[src/rtl/ervp_spi_responder_if.sv]
// Byte-wide register-access port between the SPI responder (master side)
// and local register logic (slave side).
interface ervp_spi_responder_if #(
   parameter int BW_ADDR = 7
);
   logic               reg_wren;
   logic               reg_rden;
   logic [BW_ADDR-1:0] reg_addr;
   logic [7:0]         reg_wdata;
   logic [7:0]         reg_rdata;

   modport master (
      output reg_wren, reg_rden, reg_addr, reg_wdata,
      input  reg_rdata
   );

   modport slave (
      input  reg_wren, reg_rden, reg_addr, reg_wdata,
      output reg_rdata
   );
endinterface

[src/rtl/ervp_spi_responder.sv]
// SPI mode-0 responder: oversampled pins, command byte then write or read bursts
// mapped onto a byte-wide register-access port.
module ervp_spi_responder #(
   parameter int BW_ADDR  = 7,
   parameter int NUM_SYNC = 2
) (
   input  logic                 clk,
   input  logic                 rstnn,
   input  logic                 spi_sclk,
   input  logic                 spi_scs,
   input  logic                 spi_sdq0,
   output logic                 spi_sdq1,
   output logic                 spi_sdq1_oe,
   ervp_spi_responder_if.master reg_if,
   output logic                 frame_active,
   output logic                 frame_err
);
   typedef enum logic [1:0] {ST_IDLE, ST_CMD, ST_WRITE, ST_READ} state_t;

   localparam logic [BW_ADDR-1:0] ADDR_ONE = BW_ADDR'(1);

   logic [NUM_SYNC-1:0] sclk_sync_q, scs_sync_q, sdq0_sync_q, fill_q;
   logic                sclk_prev_q, scs_prev_q;
   logic                sclk_s, scs_s, sdq0_s, sync_ok;
   logic                sclk_rise, sclk_fall, scs_rise, scs_fall;

   state_t              state_q, state_d;
   logic [2:0]          bit_cnt_q, bit_cnt_d;
   logic [7:0]          rx_q, rx_d, rx_next;
   logic [7:0]          tx_q, tx_d;
   logic [BW_ADDR-1:0]  addr_q, addr_d;
   logic [BW_ADDR-1:0]  reg_addr_q, reg_addr_d;
   logic [7:0]          wdata_q, wdata_d;
   logic                wren_q, wren_d, rden_q, rden_d;
   logic                load_q, load_d, err_q, err_d;
   logic                armed_q, armed_d;
   logic                byte_done;

   // fill_q marks when the chains hold genuine pin samples rather than reset values,
   // so an scs held low across reset release never arms the responder.
   always_ff @(posedge clk or negedge rstnn) begin
      if (!rstnn) begin
         sclk_sync_q <= '0;
         scs_sync_q  <= '1;
         sdq0_sync_q <= '0;
         fill_q      <= '0;
         sclk_prev_q <= 1'b0;
         scs_prev_q  <= 1'b1;
      end else begin
         sclk_sync_q <= {sclk_sync_q[NUM_SYNC-2:0], spi_sclk};
         scs_sync_q  <= {scs_sync_q[NUM_SYNC-2:0], spi_scs};
         sdq0_sync_q <= {sdq0_sync_q[NUM_SYNC-2:0], spi_sdq0};
         fill_q      <= {fill_q[NUM_SYNC-2:0], 1'b1};
         sclk_prev_q <= sclk_s;
         scs_prev_q  <= scs_s;
      end
   end

   assign sclk_s    = sclk_sync_q[NUM_SYNC-1];
   assign scs_s     = scs_sync_q[NUM_SYNC-1];
   assign sdq0_s    = sdq0_sync_q[NUM_SYNC-1];
   assign sync_ok   = fill_q[NUM_SYNC-1];
   assign sclk_rise = sclk_s & ~sclk_prev_q;
   assign sclk_fall = ~sclk_s & sclk_prev_q;
   assign scs_rise  = scs_s & ~scs_prev_q;
   assign scs_fall  = ~scs_s & scs_prev_q;

   always_ff @(posedge clk or negedge rstnn) begin
      if (!rstnn) begin
         state_q    <= ST_IDLE;
         bit_cnt_q  <= '0;
         rx_q       <= '0;
         tx_q       <= '0;
         addr_q     <= '0;
         reg_addr_q <= '0;
         wdata_q    <= '0;
         wren_q     <= 1'b0;
         rden_q     <= 1'b0;
         load_q     <= 1'b0;
         err_q      <= 1'b0;
         armed_q    <= 1'b0;
      end else begin
         state_q    <= state_d;
         bit_cnt_q  <= bit_cnt_d;
         rx_q       <= rx_d;
         tx_q       <= tx_d;
         addr_q     <= addr_d;
         reg_addr_q <= reg_addr_d;
         wdata_q    <= wdata_d;
         wren_q     <= wren_d;
         rden_q     <= rden_d;
         load_q     <= load_d;
         err_q      <= err_d;
         armed_q    <= armed_d;
      end
   end

   always_comb begin
      state_d    = state_q;
      bit_cnt_d  = bit_cnt_q;
      rx_d       = rx_q;
      tx_d       = tx_q;
      addr_d     = addr_q;
      reg_addr_d = reg_addr_q;
      wdata_d    = wdata_q;
      wren_d     = 1'b0;
      rden_d     = 1'b0;
      load_d     = rden_q;
      err_d      = 1'b0;
      armed_d    = armed_q | (sync_ok & scs_s);
      rx_next    = {rx_q[6:0], sdq0_s};
      byte_done  = 1'b0;

      // Read data arrives one clk after the strobe cycle.
      if (load_q) tx_d = reg_if.reg_rdata;

      case (state_q)
         ST_IDLE: begin
            if (scs_fall && armed_q) begin
               state_d   = ST_CMD;
               bit_cnt_d = '0;
               rx_d      = '0;
            end
         end
         default: begin
            if (scs_rise) begin
               // Deselect outranks any simultaneous sclk edge; partial bytes are dropped.
               state_d   = ST_IDLE;
               err_d     = (bit_cnt_q != 3'd0);
               bit_cnt_d = '0;
            end else begin
               if (sclk_rise) begin
                  rx_d      = rx_next;
                  bit_cnt_d = bit_cnt_q + 3'd1;
                  byte_done = (bit_cnt_q == 3'd7);
               end
               // A freshly loaded byte keeps its MSB on the line until the next first rise.
               if (sclk_fall && state_q == ST_READ && bit_cnt_q != 3'd0)
                  tx_d = {tx_q[6:0], 1'b0};
               if (byte_done) begin
                  case (state_q)
                     ST_CMD: begin
                        if (rx_next[7]) begin
                           state_d    = ST_READ;
                           rden_d     = 1'b1;
                           reg_addr_d = rx_next[BW_ADDR-1:0];
                           addr_d     = rx_next[BW_ADDR-1:0] + ADDR_ONE;
                        end else begin
                           state_d = ST_WRITE;
                           addr_d  = rx_next[BW_ADDR-1:0];
                        end
                     end
                     ST_WRITE: begin
                        wren_d     = 1'b1;
                        reg_addr_d = addr_q;
                        wdata_d    = rx_next;
                        addr_d     = addr_q + ADDR_ONE;
                     end
                     default: begin
                        rden_d     = 1'b1;
                        reg_addr_d = addr_q;
                        addr_d     = addr_q + ADDR_ONE;
                     end
                  endcase
               end
            end
         end
      endcase
   end

   assign reg_if.reg_wren  = wren_q;
   assign reg_if.reg_rden  = rden_q;
   assign reg_if.reg_addr  = reg_addr_q;
   assign reg_if.reg_wdata = wdata_q;
   assign spi_sdq1         = (state_q == ST_READ) ? tx_q[7] : 1'b0;
   assign spi_sdq1_oe      = armed_q & ~scs_s;
   assign frame_active     = (state_q != ST_IDLE);
   assign frame_err        = err_q;
endmodule

[src/flat_wrapper.sv]
// flat-port wrapper written by rule: the top's interface ports become plain ports
module ervp_spi_responder_flat 
#(
   parameter int BW_ADDR  = 7,
   parameter int NUM_SYNC = 2
)
  (clk, rstnn, spi_sclk, spi_scs, spi_sdq0, spi_sdq1, spi_sdq1_oe, frame_active, frame_err, reg_if_reg_wren, reg_if_reg_rden, reg_if_reg_addr, reg_if_reg_wdata, reg_if_reg_rdata);
  ervp_spi_responder_if #(.BW_ADDR(BW_ADDR)) reg_if_i ();
  input  logic clk;
  input  logic rstnn;
  input  logic spi_sclk;
  input  logic spi_scs;
  input  logic spi_sdq0;
  output logic spi_sdq1;
  output logic spi_sdq1_oe;
  output logic frame_active;
  output logic frame_err;
  output wire logic [$bits(reg_if_i.reg_wren)-1:0] reg_if_reg_wren;
  output wire logic [$bits(reg_if_i.reg_rden)-1:0] reg_if_reg_rden;
  output wire logic [$bits(reg_if_i.reg_addr)-1:0] reg_if_reg_addr;
  output wire logic [$bits(reg_if_i.reg_wdata)-1:0] reg_if_reg_wdata;
  input wire logic [$bits(reg_if_i.reg_rdata)-1:0] reg_if_reg_rdata;
  assign reg_if_reg_wren = reg_if_i.reg_wren;
  assign reg_if_reg_rden = reg_if_i.reg_rden;
  assign reg_if_reg_addr = reg_if_i.reg_addr;
  assign reg_if_reg_wdata = reg_if_i.reg_wdata;
  assign reg_if_i.reg_rdata = reg_if_reg_rdata;
  ervp_spi_responder #(.BW_ADDR(BW_ADDR), .NUM_SYNC(NUM_SYNC)) u_core (.clk(clk), .rstnn(rstnn), .spi_sclk(spi_sclk), .spi_scs(spi_scs), .spi_sdq0(spi_sdq0), .spi_sdq1(spi_sdq1), .spi_sdq1_oe(spi_sdq1_oe), .reg_if(reg_if_i), .frame_active(frame_active), .frame_err(frame_err));
endmodule
[config.mk]
export PLATFORM = sky130hd
export DESIGN_NAME = ervp_spi_responder_flat
export DESIGN_NICKNAME = d
export VERILOG_FILES = /design/src/rtl/ervp_spi_responder_if.sv /design/src/rtl/ervp_spi_responder.sv /design/src/flat_wrapper.sv
export SDC_FILE = /design/constraint.sdc
export NUM_CORES = 1
export LEC_CHECK = 0
export ABC_AREA = 1
export ABC_CLOCK_PERIOD_IN_PS = 2600
export CAP_MARGIN = 20
export CORE_UTILIZATION = 30
export CTS_BUF_LIST = sky130_fd_sc_hd__clkbuf_8
export DETAILED_ROUTE_END_ITERATION = 8
export SYNTH_ARGS = -nofsm -noshare
export SYNTH_HDL_FRONTEND = slang
export SYNTH_SLANG_ARGS = --single-unit
[constraint.sdc]
create_clock -name clk -period 2.6 [get_ports clk]
set_input_delay 0.39 -clock clk [delete_from_list [all_inputs] [get_ports clk]]
set_output_delay 0.39 -clock clk [all_outputs]
set_load 0.02 [all_outputs]
-- Word-level counts from Yosys, hierarchy flattened
Index checks and enable logic that the tools add are counted.
- output and inout port bits: 21
- bits of input ports: 13
- register bits after elaboration: 57
- reduce and logical (&&, ||, !) cells: 16
- mux-type cells: 37
- bitwise operators: 13
- equality and inequality tests: 7
- $add $sub $neg: 3
- operator list (operator ; count):
    $mux 7 ; 8
    $mux 8 ; 4
    $mux 1 ; 15
    $add 7x1->7 const B ; 2
    $mux 3 ; 4
    $reduce_bool 3->1 ; 4
    $mux 2 ; 5
    $reduce_and 3->1 ; 3
    $reduce_and 4->1 ; 2
    $and 1x1->1 ; 6
    $not 1->1 ; 6
    $eq 2x2->1 const B ; 2
    $ne 2x1->1 const B ; 2
    $reduce_bool 2->1 ; 2
    $add 3x1->3 const B ; 1
    $eq 3x3->1 const B ; 1
    $logic_and 1x1->1 ; 3
    $eq 2x1->1 const B ; 1
    $logic_not 2->1 ; 1
    $ne 2x2->1 const B ; 1
    $pmux 1 s2 ; 1
    $reduce_and 2->1 ; 1
    $or 1x1->1 ; 1

-- Longest topological paths before layout
Gate-level depths: netlist of run 1.
- depth after elaboration: 8
- mapped depth: 9
- gate-level depth less buffers: 8

-- Least setup slack after synthesis of run 1
OpenSTA, ideal clock, no wires.
- path type: register to output
- start: register u_core.state_q[0]
- end: output spi_sdq1
- data arrival time: 1.017 ns
- cell stages (with the launch flop): 3
- setup slack: 1.193 ns
- path through: dfrtp_1 -> inv_2 -> nor3_1
- longest elaborated chain between the ends: 2
- ends and longest elaborated chain (item ; line ; source):
    from (decl) ; ervp_spi_responder.sv:27 ; state_t state_q, state_d;
    from (signal assigned) ; ervp_spi_responder.sv:83 ; state_q <= state_d;
    $eq 2x2->1 ; ervp_spi_responder.sv:175 ; assign spi_sdq1 = (state_q == ST_READ) ? tx_q[7] : 1'b0;
    $mux 1 ; ervp_spi_responder.sv:175 ;
    to (decl) ; flat_wrapper.sv:14 ; output logic spi_sdq1;
No other way between the ends.

-- Final worst setup path of run 1
Same ends and word-level chain as after synthesis.

==> out/metrics.yaml, run 1 <==
run_status:
  status: "finished with violations"
  violations: "design-rule violations"
worst_setup_path:
  timing.rr.start: "u_core.bit_cnt_q[0]"
  rr_worst_depth: 8
  path_max_fanout: 5
  timing.rr.end: "u_core.tx_q[4]"
  r2r_setup_slack_ns: 1.01
  path_class: "reg -> out"
  cp-start-kind: "flip-flop"
  worstPathArrival_ns: 1.74
  cp.required_ns: 2.21
  crit_path_end_kind: "output pin"
timing:
  tns_ns: 0
  fin_crit_ns: 2.13
  hold_ws_ns: 0.0255
  setup_viol: 0
  slew-limit-headroom_pct: 65.1
  fin_worst_skew_ns: 0.00745
  max_clock_freq_ghz: 0.469
  layout_worst_path_cycle_share_pct: 82.1
  worstMarginPinSlew_ns: 0.519
  drv_slew: 0
  hold_violations: 0
  worst_slack_ns: 0.467
  rsz0062_at_grt: "no"
routing:
  wl_mm: 5.50
  wl_per_cell_um: 11.7
  vias: 2141
  drtIter0Drc: 98
  post_drt_via_cell_ratio: 4.57
  antenna_left: 0
  drc: 5
  dr.pass1.iters: 6
finish:
  areaGrowthSynthToFinish_pct: 24.4
  finalNonFillerCells: 469
  design.final.nets: 375
  layout_common_cells: "nand2_1, dfrtp_1, clkdlybuf4s50_1, nand3_1, inv_1"
  diodes: 0
  final_common_cell: "nand2_1"
  drive_gt1_share_pct: 12.2
power_and_ir_drop:
  power.leakage_uw: 0.00163
  ir_worst_vdd_mv: 0.301
  p_per_area_mw_per_mm2: 810
yosys:
  syn_area_per_cell_um2: 8.64
  synth_seq_cells: 57
  synth_nets: 337
  yosysUniqueCellTypes: 32
  ys_seq_area_share_pct: 51.9
  netlist_area_mm2: 0.00276
  synth-warning-count: 0
  syn-instance-count: 319
floorplanning:
  row_count: 34
  die_y_um: 97.8
  dieArea_mm2: 0.00957
  io_pins: 34
  floorplan.initialDensity_pct: 31.3
  core_mm2: 0.00881
  die_width_um: 97.8
clock_tree:
  h-tree-depth: 3
  cts_resized: 0
  path_clk_slew_ns: 0.06
  cts_buffers: 9
  clkLatencyLatePin_ns: 0.34
  cts_setup_buffers: 0
  cts_hold_buf: 0
  cts_buffer_depth: 2
  cts_tree: "built"
  cts_root_buf: "clkbuf_8"
  cts.sinks: 57
global_route:
  grt_pass1_vias: 2096
  grt_overflow: 0
  grt_pass1_wl_mm: 9.83
  grt_max_degree: 58
  grt.total_usage_pct: 13.0
  grt_antenna_before_repair: 0
min_path:
  hp-class: "in -> async"
placement:
  port_buffers: 33
  pre_cts_slack_ns: 0.813
  place_congestion: 0.758
  dpl.cell_count: 454
  place_hpwl_mm: 3.79
run:
  cap_violations: 0
==> worst max-delay path, cell delays in order, from the launching register on <==
cell             delay [ns]
dfrtp_1                0.43
inv_2                  0.12
nor3_1                 0.22
clkdlybuf4s50_1        0.64
==> layer usage <==
| metal | track usage, % | routed length, um |
|---|---|---|
| met3 | 4.29 | 287 |
| met2 | 18.5 | 2250 |
| met5 | 0 | 0 |
| met1 | 17.8 | 2860 |
| met4 | 6.29 | 101 |
==> flip-flops by register name, indices dropped and copies added, names as in the netlist, 2 cells and up <==
signal,count
u_core.fill_q,2
u_core.state_q,2
u_core.scs_sync_q,2
u_core.reg_if.reg_addr,7
u_core.reg_if.reg_wdata,8
u_core.addr_q,7
u_core.rx_q,7
u_core.bit_cnt_q,3
u_core.sdq0_sync_q,2
u_core.sclk_sync_q,2
u_core.tx_q,8
==> metrics by stage <==
step / total power [uW] / instance area (um^2) / util (%)
2_1_floorplan: 1640 / 2760 / -
3_3_place_gp: 1830 / 3200 / 36.3
3_5_place_dp: 1850 / 3200 / 36.3
4_1_cts: 2810 / 3430 / 38.9
5_1_grt: 2970 / 3430 / 38.9
6_report: 2780 / 3430 / 38.9
==> cells in the mapped netlist (all sizes together) <==
library cell	n	area, um^2
mux2i	1	10.0
o31ai	1	7.51
dfstp	3	78.8
nor3	2	10.0
a21oi	10	61.3
nor4	1	21.3
conb	1	3.75
inv	28	105
xor2	3	26.3
o211ai	2	15.0
a31oi	2	12.5
o21ai	30	188
ha	5	62.6
o21bai	1	7.51
nand4	2	12.5
nand2	115	497
nor2	21	100
buf	4	26.3
nand3	28	140
clkbuf	3	11.3
clkinv	2	7.51
dfrtp	54	1350
==> where the power goes <==
group	total, uW	internal (uW)	switching, uW
combinational	707	217	490
sequential	1120	1010	108
clock	951	609	342
total	2780	1840	940
==> cells by family after synthesis <==
family	after synthesis	share of synthesized area [%]
and+or+nand+nor	169	28.3
DFF	57	51.9
AOI/OAI and AO/OA	46	10.6
buffers and inverters	37	5.45
adders and majority gates	5	2.27
xor gates and xnor gates	3	0.954
other	1	0.136
muxes	1	0.363
==> worst max-delay path by stage <==
| stage | from | end | cells past startpoint |
|---|---|---|---|
| after floorplan | u_core.state_q[0] | spi_sdq1 | 2 |
| after global placement | u_core.state_q[0] | spi_sdq1 | 3 |
| after detailed placement | u_core.state_q[0] | spi_sdq1 | 3 |
| after CTS | u_core.state_q[0] | spi_sdq1 | 3 |
| after global routing | u_core.state_q[0] | spi_sdq1 | 3 |
| final | u_core.state_q[0] | spi_sdq1 | 3 |
==> layout make-up <==
type / count / area [um^2]
sequential: 57 / 1430
timing repair buffer: 34 / 345
inverter: 30 / 113
multi-input combinational: 225 / 1170
clock buffer: 12 / 165
tap: 108 / 135
clock inverter: 3 / 63.8
fill: 910 / 5380
Note: power is estimated with default switching activity, not from simulation.
==> inputs of run 2 (changes only) <==
--- a/config.mk
+++ b/config.mk
@@ -6,7 +6,7 @@
 export NUM_CORES = 1
 export LEC_CHECK = 0
 export ABC_AREA = 1
-export ABC_CLOCK_PERIOD_IN_PS = 2600
+export ABC_CLOCK_PERIOD_IN_PS = 1800
 export CAP_MARGIN = 20
 export CORE_UTILIZATION = 30
 export CTS_BUF_LIST = sky130_fd_sc_hd__clkbuf_8
==> constraint.sdc (replaced) <==
create_clock -name clk -period 1.8 [get_ports clk]
set_input_delay 0.27 -clock clk [delete_from_list [all_inputs] [get_ports clk]]
set_output_delay 0.27 -clock clk [all_outputs]
set_load 0.02 [all_outputs]
==> out/metrics.yaml, run 2 (synthesized netlist as in run 1, its figures left out) <==
floorplanning:
  die_y_um: 97.8  # unchanged
  io_pins: 34  # unchanged
  floorplan.initialDensity_pct: 31.3  # unchanged
  core_mm2: 0.00881  # unchanged
  die_width_um: 97.8  # unchanged
  dieArea_mm2: 0.00957  # unchanged
  row_count: 34  # unchanged
finish:
  finalNonFillerCells: 474  # +1.1%
  fill_cells: 882  # -3.1%
  areaGrowthSynthToFinish_pct: 24.0
  diodes: 0  # unchanged
  design.final.nets: 379  # +1.1%
  layout_common_cells: "nand2_1, dfrtp_1, clkdlybuf4s50_1, nand3_1, inv_1"
  final_common_cell: "nand2_1"
  drive_gt1_share_pct: 13.4  # +1.2 points
routing:
  drtIter0Drc: 117  # +19%
  dr.pass1.iters: 6  # unchanged
  wl_per_cell_um: 11.8  # +0.35%
  vias: 2130  # -0.51%
  post_drt_via_cell_ratio: 4.49  # -1.6%
  drc: 5  # unchanged
  antenna_left: 0  # unchanged
  wl_mm: 5.58  # +1.4%
global_route:
  grt_pass1_wl_mm: 10.2  # +3.3%
  grt_overflow: 0  # unchanged
  grt_max_degree: 24  # -59%
  grt.total_usage_pct: 13.4  # +0.39 points
  grt_pass1_vias: 2168  # +3.4%
  grt_antenna_before_repair: 0  # unchanged
timing:
  max_clock_freq_ghz: 0.598
  drv_slew: 0  # unchanged
  worst_slack_ns: 0.127  # -0.340 ns
  tns_ns: 0  # unchanged
  slew-limit-headroom_pct: 64.5  # -0.60 points
  worstMarginPinSlew_ns: 0.532  # +0.0129 ns
  hold_violations: 0  # unchanged
  layout_worst_path_cycle_share_pct: 93.0
  fin_crit_ns: 1.67
  rsz0062_at_grt: "no"
  fin_worst_skew_ns: 0.00842  # +0.000973 ns
  setup_viol: 0  # unchanged
placement:
  pre_cts_slack_ns: 0.131  # -0.681 ns
  dpl.cell_count: 457  # +0.66%
  place_congestion: 0.780  # +2.8%
  port_buffers: 33  # unchanged
  place_hpwl_mm: 4.12  # +8.7%
power_and_ir_drop:
  power.leakage_uw: 0.00164  # +0.56%
  p_sw_share_pct: 36.0  # +2.1 points
  p_int_uw: 2400  # +31%
  p_switching_uw: 1350  # +44%
  p_seq_share_pct: 42.9  # +2.6 points
  ir_worst_vdd_mv: 0.485  # +61%
  p_per_area_mw_per_mm2: 1100  # +36%
  combPwrFrac_pct: 26.9  # +1.4 points
  power_uw: 3750  # +35%
  p_clk_share_pct: 30.2  # -4.0 points
clock_tree:
  cts_buffers: 9  # unchanged
  clkLatencyLatePin_ns: 0.34  # about the same
  cts_buffer_depth: 2  # unchanged
  cts.sinks: 57  # unchanged
  h-tree-depth: 3  # unchanged
  path_clk_slew_ns: 0.06  # about the same
  cts_root_buf: "clkbuf_8"
  cts_tree: "built"
worst_setup_path:
  crit_path_end_kind: "output pin"
  path_class: "reg -> out"
  cp.required_ns: 1.53  # -0.68 ns
  worstPathArrival_ns: 1.40  # -0.34 ns
  cp-start-kind: "flip-flop"
  path_max_fanout: 10  # +5
run_status:
  violations: "design-rule violations"
  status: "finished with violations"
min_path:
  hp-class: "in -> reg"
run:
  cap_violations: 0  # unchanged
run 2: per-stage QoR:
| step | util, % | hold WS (ns) | area, um^2 |
|---|---|---|---|
| after floorplan | - | -0.0256 | 2760 |
| final | 38.8 | 0.333 | 3420 |
| after global placement | 36.6 | 0.283 | 3220 |
| after detailed placement | 36.6 | 0.292 | 3220 |
| after global routing | 38.8 | 0.332 | 3420 |
| after CTS | 38.8 | 0.324 | 3420 |
run 2: power by group through the flow:
stage                     Combinational (uW)  Sequential (uW)  Clock [uW]
final                                   1010             1610        1130
after floorplan                          773             1600           0
after CTS                               1030             1610        1170
after global placement                  1030             1620           0
after global routing                    1150             1640        1240
after detailed placement                1030             1630           0
run 2: worst paths after layout:
path                                       start                    endpoint  slack (ns)  cells past startpoint
max                            u_core.state_q[0]                frame_active        0.13                      3
min reg2reg                u_core.sclk_sync_q[0]       u_core.sclk_sync_q[1]        0.35                      0
min in group asynchronous                  rstnn  u_core.reg_if.reg_wdata[5]        0.44                      2
max in group asynchronous                  rstnn   u_core.reg_if.reg_addr[3]        0.76                      3
min                                      spi_scs        u_core.scs_sync_q[0]        0.33                      1
max reg2reg                  u_core.bit_cnt_q[0]  u_core.reg_if.reg_wdata[0]        0.22                      8
run 2: worst max-delay path: stages, from the launching register on:
cell	delay, ns
dfrtp_1	0.43
inv_2	0.18
nand2_8	0.11
dlygate4sd2_1	0.34
run 2: timing repair:
action	4_1_cts	5_1_grt
hold buffers	1	0
setup endpoints to repair	3	1
hold endpoints to repair	18	0
buffers inserted	0	0
gates resized for setup	3	3
run 2: per-layer routing:
layer  GRT usage [%]  wire length, um  vias up
met2            20.2             2410       46
met4            4.78               76        0
met3            5.37              295        7
met1            17.5             2800      968
met5               0                0        -
li1                -                -     1109
run 2: layout make-up:
type	count	area, um^2	area share [%]
Sequential cell	57	1430	41.9
Multi-Input combinational cell	225	1170	34.4
Tap cell	108	135	3.96
Clock buffer	13	179	5.24
Timing Repair Buffer	38	370	10.8
Clock inverter	3	13.8	0.403
Inverter	30	113	3.30
==> inputs of run 3 (changes only) <==
--- a/config.mk
+++ b/config.mk
@@ -7,10 +7,11 @@
 export LEC_CHECK = 0
 export ABC_AREA = 1
 export ABC_CLOCK_PERIOD_IN_PS = 1800
-export CAP_MARGIN = 20
+export CAP_MARGIN = 15
 export CORE_UTILIZATION = 30
 export CTS_BUF_LIST = sky130_fd_sc_hd__clkbuf_8
 export DETAILED_ROUTE_END_ITERATION = 8
+export RECOVER_POWER = 100
 export SYNTH_ARGS = -nofsm -noshare
 export SYNTH_HDL_FRONTEND = slang
 export SYNTH_SLANG_ARGS = --single-unit
==> out/metrics.yaml, run 3 (synthesized netlist as in run 1, its figures left out) <==
run_status:
  status: "finished with violations"
  violations: "design-rule violations"
global_route:
  busiest_layer: "met2"
  grt_pass1_wl_mm: 10.2  # unchanged
  grt_overflow: 0  # unchanged
  use_met2_pct: 20.2  # unchanged
  grt_pass1_vias: 2168  # unchanged
  grt_antenna_before_repair: 0  # unchanged
  grt_max_degree: 24  # unchanged
  gr-usage-met1_pct: 17.5  # unchanged
  grt.total_usage_pct: 13.4  # unchanged
  use_met3_pct: 5.37  # unchanged
worst_setup_path:
  crit_path_end_kind: "output pin"
  critical_path.slowest_cell: "dfrtp_1"
  r2r_setup_slack_ns: 0.25  # +0.03 ns
  cpLargestDelayFamily: "buffers and inverters"
  slowest_delay_ns: 0.43  # about the same
  timing.rr.end: "u_core.tx_q[6]"
  rr_worst_depth: 6  # -2
  timing.rr.start: "u_core.scs_sync_q[1]"
  cp_num_buf_inv: 2  # unchanged
  worstPathArrival_ns: 1.40  # about the same
  cp-start-kind: "flip-flop"
  cp_cell_sequence: "inv_2, nand2_8, dlygate4sd2_1"
  path_class: "reg -> out"
  path_max_fanout: 10  # unchanged
  crit_path_start: "u_core.state_q[0]"
  cp.required_ns: 1.53  # about the same
timing:
  drv_slew: 0  # unchanged
  slew-limit-headroom_pct: 64.1  # -0.45 points
  max_clock_freq_ghz: 0.598  # about the same
  fin_worst_skew_ns: 0.00829  # -0.000132 ns
  layout_worst_path_cycle_share_pct: 92.9  # about the same
  rsz0062_at_grt: "no"
  setup_viol: 0  # unchanged
  hold_violations: 0  # unchanged
  worstMarginPinSlew_ns: 0.539  # +0.00673 ns
  tns_ns: 0  # unchanged
  fin_crit_ns: 1.67  # -0.00128 ns
clock_tree:
  cts_setup_buffers: 0  # unchanged
  clkLatencyLatePin_ns: 0.34  # about the same
  cts_root_buf: "clkbuf_8"
  cts_tree: "built"
  h-tree-depth: 3  # unchanged
  cts_buffers: 9  # unchanged
  cts_buffer_depth: 2  # unchanged
  path_clk_slew_ns: 0.06  # about the same
  cts.sinks: 57  # unchanged
finish:
  areaGrowthSynthToFinish_pct: 21.9
  final_common_cell: "nand2_1"
  multiInputGateArea_mm2: 0.00114  # -3.3%
  diodes: 0  # unchanged
  layout_common_cells: "nand2_1, dfrtp_1, nand3_1, o21ai_0, inv_1"
  fill_cells: 898  # +1.8%
  finalNonFillerCells: 474  # unchanged
  drive_gt1_share_pct: 10.9  # -2.5 points
  design.final.nets: 379  # unchanged
  regArea_mm2: 0.00143  # unchanged
routing:
  post_drt_via_cell_ratio: 4.47  # -0.47%
  dr.pass1.iters: 6  # unchanged
  drtIter0Drc: 108  # -7.7%
  wl_mm: 5.58  # -0.11%
  antenna_left: 0  # unchanged
  drc: 5  # unchanged
  wl_per_cell_um: 11.8  # -0.11%
  vias: 2120  # -0.47%
floorplanning:
  core_mm2: 0.00881  # unchanged
  io_pins: 34  # unchanged
  die_width_um: 97.8  # unchanged
  floorplan.initialDensity_pct: 31.3  # unchanged
  die_y_um: 97.8  # unchanged
  dieArea_mm2: 0.00957  # unchanged
  row_count: 34  # unchanged
power_and_ir_drop:
  power.leakage_uw: 0.00168  # +2.7%
  ir_worst_vdd_mv: 0.485  # about the same
  p_per_area_mw_per_mm2: 1110  # +0.66%
placement:
  port_buffers: 33  # unchanged
  place_congestion: 0.780  # unchanged
  dpl.cell_count: 457  # unchanged
  place_hpwl_mm: 4.12  # unchanged
min_path:
  whs_path_depth: 0  # -1
  hp-class: "reg -> reg"
  hold_start: "u_core.sclk_sync_q[0]"
  hold_path_end: "u_core.sclk_sync_q[1]"
run:
  cap_violations: 0  # unchanged
## run 3: changes by cell type in the layout (fill, tap and decap cells not counted), sizes merged
| cell | previous run | this run |
|---|---|---|
| clkdlybuf4s50 | 29 | 8 |
| dlygate4sd3 | 1 | 22 |
| buf | 5 | 3 |
| clkbuf | 14 | 16 |
## run 3: power by group
group	internal (uW)	leakage [uW]	switching, uW
logic	288	0.000848	685
registers	1460	0.000727	149
clock network	640	0.000107	491
total	2390	0.00168	1330
## run 3: stage by stage
stage	power [uW]	utilization, %	setup WS [ns]	hold WS (ns)	instance area [um^2]
floorplan	2370	-	0.402	-0.0256	2760
global placement	2650	36.6	0.125	0.283	3220
detailed placement	2670	36.6	0.131	0.292	3220
CTS	3810	38.8	0.0471	0.324	3420
global route	3990	38.1	0.0581	0.353	3360
finish	3710	38.1	0.128	0.348	3360
## run 3: timing repair
item                                    4_1_cts  5_1_grt
hold buffers                                  1        0
hold endpoints to repair                     18        0
endpoints found under the setup margin        3        1
resized for setup                             3        3
## run 3: area by class of cell
cell class	count	area share [%]
Multi-Input combinational cell	225	33.8
Tap cell	108	4.02
Clock inverter	3	0.410
Clock buffer	13	5.33
Inverter	30	3.35
Sequential cell	57	42.6
Timing Repair Buffer	38	10.5
## run 3: metal layers
metal	up-vias	share of wire, %
met4	0	1.1
li1	1108	-
met3	6	5.2
met2	52	43
met5	-	0
met1	954	51
## run 3: worst max-delay path by stage
stage                                            end  slack, ns  depth (start not counted)
after floorplan           u_core.reg_if.reg_wdata[7]       0.40                          8
after global placement                      spi_sdq1       0.12                          3
after detailed placement                    spi_sdq1       0.13                          3
after CTS                                   spi_sdq1       0.05                          3
after global routing                    frame_active       0.06                          3
final                                   frame_active       0.13                          3
